--- src/rtl/keypad_scanner_pkg.sv ---
// keypad_scanner_pkg
//   Shared definitions for the keypad scanner: FSM state encodings,
//   stopwatch key-code constants and small decode helpers used by the
//   scanner and its bench.
package keypad_scanner_pkg;

    typedef enum logic [1:0] {
        ST_SCAN     = 2'd0,
        ST_DEBOUNCE = 2'd1,
        ST_HOLD     = 2'd2,
        ST_RELEASE  = 2'd3
    } kp_state_e;

    // Stopwatch control keys (row 0 of the pad)
    localparam logic [3:0] KEY_START = 4'h0;
    localparam logic [3:0] KEY_STOP  = 4'h1;
    localparam logic [3:0] KEY_LAP   = 4'h2;
    localparam logic [3:0] KEY_CLEAR = 4'h3;

    // Column lines are active-low; all-high means nothing pressed
    localparam logic [3:0] COL_IDLE = 4'hF;

    // True only when exactly one column line is low. Zero or several low
    // lines (ghosting / multi-key) are treated as no press.
    function automatic logic single_low(input logic [3:0] c);
        case (c)
            4'b1110, 4'b1101, 4'b1011, 4'b0111: return 1'b1;
            default:                            return 1'b0;
        endcase
    endfunction

    // Position of the single low bit (bit 0 -> column 0)
    function automatic logic [1:0] col_index(input logic [3:0] c);
        case (c)
            4'b1101: return 2'd1;
            4'b1011: return 2'd2;
            4'b0111: return 2'd3;
            default: return 2'd0;
        endcase
    endfunction

    // One-hot-low row drive for a row index
    function automatic logic [3:0] row_drive(input logic [1:0] idx);
        return ~(4'b0001 << idx);
    endfunction

endpackage

--- src/rtl/keypad_scanner_if.sv ---
// keypad_scanner_if
//   Keypad matrix and key-event bundle.
//   key_col   : column lines from the pad (active-low, async to the clock)
//   key_row   : row drive to the pad (active-low, one-hot-low)
//   key_code  : last accepted key, row*4 + col
//   key_valid : one-cycle strobe when key_code updates
//   key_held  : high while the accepted key stays pressed
//   master = scanner side, slave = pad/consumer side.
interface keypad_scanner_if;
    logic [3:0] key_col;
    logic [3:0] key_row;
    logic [3:0] key_code;
    logic       key_valid;
    logic       key_held;

    modport master (
        input  key_col,
        output key_row, key_code, key_valid, key_held
    );

    modport slave (
        output key_col,
        input  key_row, key_code, key_valid, key_held
    );
endinterface

--- src/rtl/keypad_scanner_sync_2ff.sv ---
// sync_2ff
//   Two-flop synchronizer for asynchronous board inputs.
//   clk_i  : destination clock
//   rst_ni : async active-low reset, both flops load RESET_VAL
//   d_i    : asynchronous input
//   q_o    : synchronized output (2 cycles of latency)
module sync_2ff #(
    parameter int              WIDTH     = 1,
    parameter logic [WIDTH-1:0] RESET_VAL = '0
) (
    input  logic             clk_i,
    input  logic             rst_ni,
    input  logic [WIDTH-1:0] d_i,
    output logic [WIDTH-1:0] q_o
);

    logic [WIDTH-1:0] meta_q;
    logic [WIDTH-1:0] sync_q;

    always_ff @(posedge clk_i or negedge rst_ni) begin
        if (!rst_ni) begin
            meta_q <= RESET_VAL;
            sync_q <= RESET_VAL;
        end else begin
            meta_q <= d_i;
            sync_q <= meta_q;
        end
    end

    assign q_o = sync_q;

endmodule

--- src/rtl/keypad_scanner.sv ---
// keypad_scanner
//   4x4 matrix keypad scanner for the stopwatch board. Drives one row low
//   at a time, samples the synchronized columns at the end of each row
//   dwell, debounces presses and releases, and reports the accepted key
//   as row*4+col with a one-cycle valid strobe.
//   clk_10KHz : scan clock (rising edge)
//   rst_n     : async active-low reset
//   kp        : keypad_scanner_if.master (key_col in; key_row, key_code,
//               key_valid, key_held out)
//   ROW_DWELL    : cycles per row before sampling (>= 3, so the two-flop
//                  synchronizer has settled on the driven row)
//   DEBOUNCE_CNT : stable cycles required for press and for release (>= 2)
module keypad_scanner
    import keypad_scanner_pkg::*;
#(
    parameter int ROW_DWELL    = 10,
    parameter int DEBOUNCE_CNT = 200
) (
    input  logic             clk_10KHz,
    input  logic             rst_n,
    keypad_scanner_if.master kp
);

    localparam int CNT_MAX = (ROW_DWELL > DEBOUNCE_CNT) ? ROW_DWELL : DEBOUNCE_CNT;
    localparam int CW      = $clog2(CNT_MAX);

    localparam logic [CW-1:0] DWELL_LAST = CW'(ROW_DWELL - 1);
    localparam logic [CW-1:0] DB_LAST    = CW'(DEBOUNCE_CNT - 1);
    localparam logic [CW-1:0] CNT_ONE    = CW'(1);

    logic [3:0]    col_s;

    kp_state_e     state_q;
    logic [CW-1:0] cnt_q;
    logic [1:0]    row_idx_q;
    logic [3:0]    key_row_q;
    logic [3:0]    pat_q;        // column pattern latched when the press was first seen
    logic [3:0]    key_code_q;
    logic          key_valid_q;
    logic          key_held_q;

    logic [1:0]    row_idx_d;    // next row in the rotation

    sync_2ff #(
        .WIDTH     (4),
        .RESET_VAL (COL_IDLE)
    ) u_col_sync (
        .clk_i  (clk_10KHz),
        .rst_ni (rst_n),
        .d_i    (kp.key_col),
        .q_o    (col_s)
    );

    assign row_idx_d = row_idx_q + 2'd1;

    always_ff @(posedge clk_10KHz or negedge rst_n) begin
        if (!rst_n) begin
            state_q     <= ST_SCAN;
            cnt_q       <= '0;
            row_idx_q   <= 2'd0;
            key_row_q   <= 4'b1110;
            pat_q       <= COL_IDLE;
            key_code_q  <= 4'h0;
            key_valid_q <= 1'b0;
            key_held_q  <= 1'b0;
        end else begin
            key_valid_q <= 1'b0;

            case (state_q)
                ST_SCAN: begin
                    if (cnt_q == DWELL_LAST) begin
                        cnt_q <= '0;
                        if (single_low(col_s)) begin
                            // Keep this row driven while the press settles
                            pat_q   <= col_s;
                            state_q <= ST_DEBOUNCE;
                        end else begin
                            row_idx_q <= row_idx_d;
                            key_row_q <= row_drive(row_idx_d);
                        end
                    end else begin
                        cnt_q <= cnt_q + CNT_ONE;
                    end
                end

                ST_DEBOUNCE: begin
                    if (col_s != pat_q) begin
                        // Bounce or change of key: abandon and resume the scan
                        state_q   <= ST_SCAN;
                        cnt_q     <= '0;
                        row_idx_q <= row_idx_d;
                        key_row_q <= row_drive(row_idx_d);
                    end else if (cnt_q == DB_LAST) begin
                        key_code_q  <= {row_idx_q, col_index(pat_q)};
                        key_valid_q <= 1'b1;
                        key_held_q  <= 1'b1;
                        state_q     <= ST_HOLD;
                        cnt_q       <= '0;
                    end else begin
                        cnt_q <= cnt_q + CNT_ONE;
                    end
                end

                ST_HOLD: begin
                    // Row stays frozen; second keys or ghost patterns are ignored
                    if (col_s == COL_IDLE) begin
                        state_q <= ST_RELEASE;
                        cnt_q   <= '0;
                    end
                end

                ST_RELEASE: begin
                    if (col_s != COL_IDLE) begin
                        // Release bounce restarts the stability window
                        cnt_q <= '0;
                    end else if (cnt_q == DB_LAST) begin
                        key_held_q <= 1'b0;
                        state_q    <= ST_SCAN;
                        cnt_q      <= '0;
                        row_idx_q  <= row_idx_d;
                        key_row_q  <= row_drive(row_idx_d);
                    end else begin
                        cnt_q <= cnt_q + CNT_ONE;
                    end
                end

                default: begin
                    state_q <= ST_SCAN;
                    cnt_q   <= '0;
                end
            endcase
        end
    end

    assign kp.key_row   = key_row_q;
    assign kp.key_code  = key_code_q;
    assign kp.key_valid = key_valid_q;
    assign kp.key_held  = key_held_q;

endmodule

--- src/flat_wrapper.sv ---
// flat-port wrapper written by rule: the top's interface ports become plain ports
module keypad_scanner_flat import keypad_scanner_pkg::*;
#(
    parameter int ROW_DWELL    = 10,
    parameter int DEBOUNCE_CNT = 200
)
  (clk_10KHz, rst_n, kp_key_col, kp_key_row, kp_key_code, kp_key_valid, kp_key_held);
  keypad_scanner_if kp_i ();
  input  logic clk_10KHz;
  input  logic rst_n;
  input wire logic [$bits(kp_i.key_col)-1:0] kp_key_col;
  output wire logic [$bits(kp_i.key_row)-1:0] kp_key_row;
  output wire logic [$bits(kp_i.key_code)-1:0] kp_key_code;
  output wire logic [$bits(kp_i.key_valid)-1:0] kp_key_valid;
  output wire logic [$bits(kp_i.key_held)-1:0] kp_key_held;
  assign kp_i.key_col = kp_key_col;
  assign kp_key_row = kp_i.key_row;
  assign kp_key_code = kp_i.key_code;
  assign kp_key_valid = kp_i.key_valid;
  assign kp_key_held = kp_i.key_held;
  keypad_scanner #(.ROW_DWELL(ROW_DWELL), .DEBOUNCE_CNT(DEBOUNCE_CNT)) u_core (.clk_10KHz(clk_10KHz), .rst_n(rst_n), .kp(kp_i));
endmodule
--- config.mk ---
export PLATFORM = sky130hd
export DESIGN_NAME = keypad_scanner_flat
export DESIGN_NICKNAME = d
export VERILOG_FILES = /design/src/rtl/keypad_scanner_pkg.sv /design/src/rtl/keypad_scanner_if.sv /design/src/rtl/keypad_scanner_sync_2ff.sv /design/src/rtl/keypad_scanner.sv /design/src/flat_wrapper.sv
export SDC_FILE = /design/constraint.sdc
export NUM_CORES = 1
export LEC_CHECK = 0
export CELL_PAD_IN_SITES_DETAIL_PLACEMENT = 2
export CELL_PAD_IN_SITES_GLOBAL_PLACEMENT = 2
export CORE_MARGIN = 3
export CORE_UTILIZATION = 35
export CTS_CLUSTER_DIAMETER = 80
export DETAILED_ROUTE_END_ITERATION = 7
export PLACE_DENSITY = 0.74
export SKIP_LAST_GASP = 1
export SYNTH_ARGS = -nofsm -noshare
export SYNTH_HDL_FRONTEND = slang
export SYNTH_HIERARCHICAL = 1
export SYNTH_SLANG_ARGS = --single-unit
--- constraint.sdc ---
create_clock -name clk_10KHz -period 2.9 [get_ports clk_10KHz]
set_input_delay 0.58 -clock clk_10KHz [delete_from_list [all_inputs] [get_ports clk_10KHz]]
set_output_delay 0.58 -clock clk_10KHz [all_outputs]
set_load 0.02 [all_outputs]
==> impl_metrics.ini, run 1 <==
[run_status]
status = finished clean

[global_route]
grt_pass1_vias = 1550
antenna_found_initial = 0
grt_use_total_pct = 16.8
grt_max_degree = 35
grt_pass1_wl_um = 7940
grt.overflow.total = 0

[worst_setup_path]
cp_max_fo = 9
crit_path_end_kind = register
crit_type = register to register
reg2reg_from = u_core/cnt_q[0]
cp_data_arrival_time_ps = 2310
start_kind = register
crit_start = u_core/cnt_q[0]
required_ps = 3070

[place]
placed_cells = 248
hpwlAfterDp_um = 3300
routabilityCongestion = 0.788
portBuffers = 15

[synth]
synth_edf_count = 0
syn_area_um2 = 1800
synthDistinctLibCells = 42
ys_ff_latch = 34
syn_inst = 171
ys_warn_count = 6
async_flop_share_pct = 100
syn-num-nets = 188
synth_top_flop_cell = dfrtp_1
syn-mean-instance-area_um2 = 10.5
ys_seq_area_share_pct = 48.4

[sta]
fin_setup_tns_ps = 0
period_share_pct = 74.0
worst-slew-pin-transition_ps = 756
holdWs_ps = 361
grt_setup_unrepaired = no
hold_viol_final = 0
max_freq_mhz = 466
period_needed_ps = 2140
max_slew_margin_pct = 48.2
drv_slew = 0
setup_viol = 0
clock_skew_ps = 5.06

[finish]
num_antenna_cells = 0
drive_above_1_share_pct = 19.6
multi_input_area_um2 = 837
n_fill_cell = 528
final_common_cell = dfrtp_1
stdcell_count = 256
syn2layout_area_growth_pct = 19.3
regArea_um2 = 870
fin_nets = 205
fin_util_pct = 44.2
layout_common_cells = dfrtp_1 (19), nand2_1 (18), clkdlybuf4s50_1 (15), dfstp_2 (15), inv_1 (14)

[power]
p_per_area_nw_per_um2 = 769
ir_drop_mv = 0.409
p_leak_nw = 0.926
finalPower_mw = 1.65

[clocking]
cts_setup_buffers = 0
cts_root_buf = clkbuf_8
clk_pin_slew_ps = 70
cts_sinks = 34
numCtsBuffers = 5
cts_tree = built
cts.path.max_buffers = 2
clk_latency_ps = 290
cts_max_level = 2
ctsHoldBuffers = 0
cts_resized = 0

[routing]
wirelength_um = 4500
vias = 1343
drt_first_pass_iters = 4
routedWlPerCell_um = 17.6
ant_nets = 0
drtIter0Drc = 35
drc_errors = 0
avgViaCountPerCell = 5.25

[floorplan]
dieArea_um2 = 6030
dieHeight_um = 77.7
core-area_um2 = 4850
io_pins = 16
rows = 25
die_w_um = 77.7
start_util_pct = 37.1

[worst_hold_path]
min-delay-start = u_core/u_col_sync/meta_q[2]
hp-class = register to register

[job]
maxCapViolCount = 0
==> per-layer routing <==
layer | global-route usage, % | wire, um | vias up
met5 | 0 | 0 | -
met2 | 30.0 | 2340 | 15
met1 | 20.4 | 2000 | 694
met3 | 3.36 | 103 | 6
li1 | - | - | 628
met4 | 4.80 | 53 | 0
==> flip-flops by register name, summed over array words and instances, names as in the netlist, named ones only <==
| signal | cells |
|---|---|
| u_core/cnt_q | 8 |
| u_core/kp.key_code | 4 |
| u_core/kp.key_row | 4 |
| u_core/pat_q | 4 |
| u_core/u_col_sync/meta_q | 4 |
| u_core/u_col_sync/q_o | 4 |
| u_core/row_idx_q | 2 |
| u_core/kp.key_held | 1 |
| u_core/kp.key_valid | 1 |
| u_core/state_q | 1 |
==> area by class of cell <==
class                   count  share of cell area (%)
well taps                  67                    3.91
multi-input cells         116                    39.1
repair buffers             16                    7.36
inverters                  15                    2.69
clock inverters             3                    3.21
clock buffers               5                    3.21
flip-flops and latches     34                    40.6
==> critical path: stages (launching register included) <==
cell and delay [ps]:
dfrtp_1 430, ha_1 240, nand2_1 110, nor3_1 480, mux2i_1 400, a31oi_1 270, o21ai_0 100
==> stage by stage <==
stage	setup slack (ps)	cell area, um^2
finish	755	2140
floorplan	980	1800
detailed placement	742	2010
global placement	887	2010
global route	533	2140
CTS	727	2140
==> cell families after synthesis <==
group | synth area share (%)
AOI/OAI and AO/OA | 12.2
buffers and inverters | 5.01
and+or+nand+nor | 16.4
adders and majority gates | 7.66
muxes | 6.48
DFF | 48.4
xor gates and xnor gates | 3.90
==> path summary, 6_finish.rpt <==
kind	endpoint	slack [ps]	cells past startpoint
min in group asynchronous	u_core/cnt_q[5]	700	2
hold / removal	u_core/u_col_sync/q_o[2]	360	0
hold reg to reg	u_core/u_col_sync/q_o[2]	360	0
setup / recovery	u_core/cnt_q[4]	760	6
setup reg to reg	u_core/cnt_q[4]	760	6
max in group asynchronous	u_core/u_col_sync/meta_q[1]	1850	2
==> power breakdown <==
part           internal (mW)  leakage, nW  total, mW  switching [mW]
clock network          0.344       0.0683      0.528           0.184
registers              0.567        0.409      0.647          0.0805
logic                  0.209        0.448      0.474           0.264
==> Yosys cell counts (all sizes together), types with 2 or more instances <==
library cell  instances  area [um^2]
a41oi                 2         17.5
nand4b                2         17.5
nor3                  6         30.0
or2                   4         25.0
xnor2                 6         52.6
nor4                  2         12.5
dfstp                15          394
nor2                  2         7.51
or3                   3         18.8
o211ai                4         30.0
inv                  14         52.6
mux2                  5         56.3
and2                  3         18.8
clkbuf                3         11.3
mux2i                 6         60.1
xor2                  2         17.5
and3                  2         12.5
nand4                 3         18.8
dfrtp                19          475
a31oi                 4         25.0
o21ai                11         55.1
buf                   3         21.3
nand2                18         67.6
ha                   11          138
nand3                 7         35.0
No activity file was read; power rests on OpenSTA's default activity.
==> run 2: changes to the inputs <==
clock period = 2.2 ns   (was 2.9 ns; I/O delays follow)
==> run 2 against run 1 <==
  * Worst hold slack worse by 3.5 ps
  * Maximum frequency up 4.1%
  * Sequential share of layout area down 0.31 points
  * Utilization up 0.34 points
  * Clock power up 4.4%
  * First-iteration DRC count up 77%
  * Wire length down 4.2%
==> impl_metrics.ini, run 2 (synthesized netlist as in run 1, its figures left out) <==
[clocking]
cts_root_buf = clkbuf_8
ctsHoldBuffers = 0
cts_max_level = 2
cts_setup_buffers = 0
cts.path.max_buffers = 2
clk_pin_slew_ps = 70
cts_sinks = 34
clk_latency_ps = 280
numCtsBuffers = 5
cts_tree = built

[global_route]
met2_usage_pct = 27.9
antenna_found_initial = 0
gr-usage-met3_pct = 3.71
grt-busiest-layer = met2
grt_max_degree = 35
grtUsageMet1_pct = 19.7
grt_pass1_wl_um = 7560
grt_pass1_vias = 1505
grt.overflow.total = 0
grt_use_total_pct = 16.1

[worst_setup_path]
crit_chain = xnor2_1, nand4_1, or2_2, o2111ai_4, mux2_2
cp_data_arrival_time_ps = 2230
r2r_slack_ps = 140
reg2reg_from = u_core/u_col_sync/q_o[2]
worst_r2r_path_depth = 5
slowest_stage = dfstp_2
start_kind = register
required_ps = 2370
crit_path_end_kind = register
regToRegEndpoint = u_core/row_idx_q[1]
max_stage_delay_ps = 610
crit_type = register to register
cp_max_fo = 7

[worst_hold_path]
hold_depth = 0
min-delay-start = u_core/u_col_sync/meta_q[2]
hp-class = register to register
min_to = u_core/u_col_sync/q_o[2]

[sta]
setup_viol = 0
period_needed_ps = 2060
worst-slew-pin-transition_ps = 573
drv_slew = 0
fin_setup_tns_ps = 0
grt_setup_unrepaired = no
period_share_pct = 93.6
clock_skew_ps = 6.76
max_freq_mhz = 485
max_slew_margin_pct = 61.0
hold_viol_final = 0

[floorplan]
dieArea_um2 = 6030
core-area_um2 = 4850
dieHeight_um = 77.7
die_w_um = 77.7
start_util_pct = 37.1
io_pins = 16
rows = 25

[routing]
drc_errors = 0
drt_first_pass_iters = 4
drtIter0Drc = 62
wirelength_um = 4310
vias = 1362
avgViaCountPerCell = 5.26
routedWlPerCell_um = 16.6
ant_nets = 0

[power]
ir_drop_mv = 0.581
p_per_area_nw_per_um2 = 961
p_leak_nw = 0.927
finalPower_mw = 2.08

[place]
routabilityCongestion = 0.801
portBuffers = 15
hpwlAfterDp_um = 3210

[run_status]
status = finished clean

[finish]
drive_above_1_share_pct = 21.4
num_antenna_cells = 0
fin_nets = 208
largest_reg_flops = 8
regMostFlops = u_core/cnt_q
layout_common_cells = dfrtp_1 (19), nand2_1 (18), clkdlybuf4s50_1 (15), dfstp_2 (15), inv_1 (14)
syn2layout_area_growth_pct = 20.2
final_common_cell = dfrtp_1

[job]
maxCapViolCount = 0
-- run 2: cell count changes in the layout (fill, tap and decap cells not counted), sizes merged --
cell    previous run  this run
buf                1         4
bufinv             2         0
clkbuf             5         8
clkinv             2         1
-- run 2: worst max-delay path: cells and delay by family (launching register included) --
kind | cells | cell delay (ps)
compound gates | 1 | 190
mux | 1 | 380
xor+xnor | 1 | 140
flops | 1 | 610
simple gates | 2 | 640
-- run 2: worst max path at each step --
stage,startpoint,endpoint,slack (ps)
detailed placement,u_core/cnt_q[0],u_core/cnt_q[4],10
global placement,u_core/u_col_sync/q_o[0],u_core/row_idx_q[1],200
floorplan,u_core/u_col_sync/q_o[3],u_core/row_idx_q[1],280
CTS,u_core/cnt_q[1],u_core/cnt_q[1],40
finish,u_core/u_col_sync/q_o[2],u_core/row_idx_q[1],140
global route,u_core/cnt_q[0],register,10
-- run 2: area by class of cell --
cell class                 instances  area (um^2)
fill                             518         2690
sequential                        34          870
multi-input combinational        116          857
timing repair buffer              19          180
clock buffer                       8          111
tap                               67         83.8
inverter                          15         57.6
-- run 2: metal layers --
| layer | part of all wire, % | vias up |
|---|---|---|
| li1 | - | 638 |
| met3 | 2.8 | 7 |
| met4 | 1.3 | 0 |
| met5 | 0 | - |
| met2 | 52 | 18 |
| met1 | 44 | 699 |
-- run 2: through the flow --
stage	std cells	setup WS (ps)	hold WS, ps	utilization (%)	instance area, um^2
final	259	140	357	44.5	2160
after detailed placement	251	11.6	348	41.8	2030
after global placement	251	197	347	41.8	2030
after floorplan	171	280	144	-	1800
after global routing	259	14.0	360	44.5	2160
after CTS	259	42.1	358	44.2	2140
-- run 2: repair_timing --
item	CTS	global route
endpoints found under the setup margin	1	5
pin swaps	0	1
endpoints found under the hold margin	0	0
gates resized for setup	1	2
-- run 2: where the power goes --
part / switching, mW / leakage, nW / internal, mW
clock network: 0.228 / 0.0566 / 0.324
registers: 0.102 / 0.409 / 0.747
logic: 0.364 / 0.461 / 0.312
==> run 3: changes to the inputs <==
CAP_MARGIN = 20   (was not set)
==> results of run 3 <==
Final layout, timing and power as in run 2 (identical DEF).
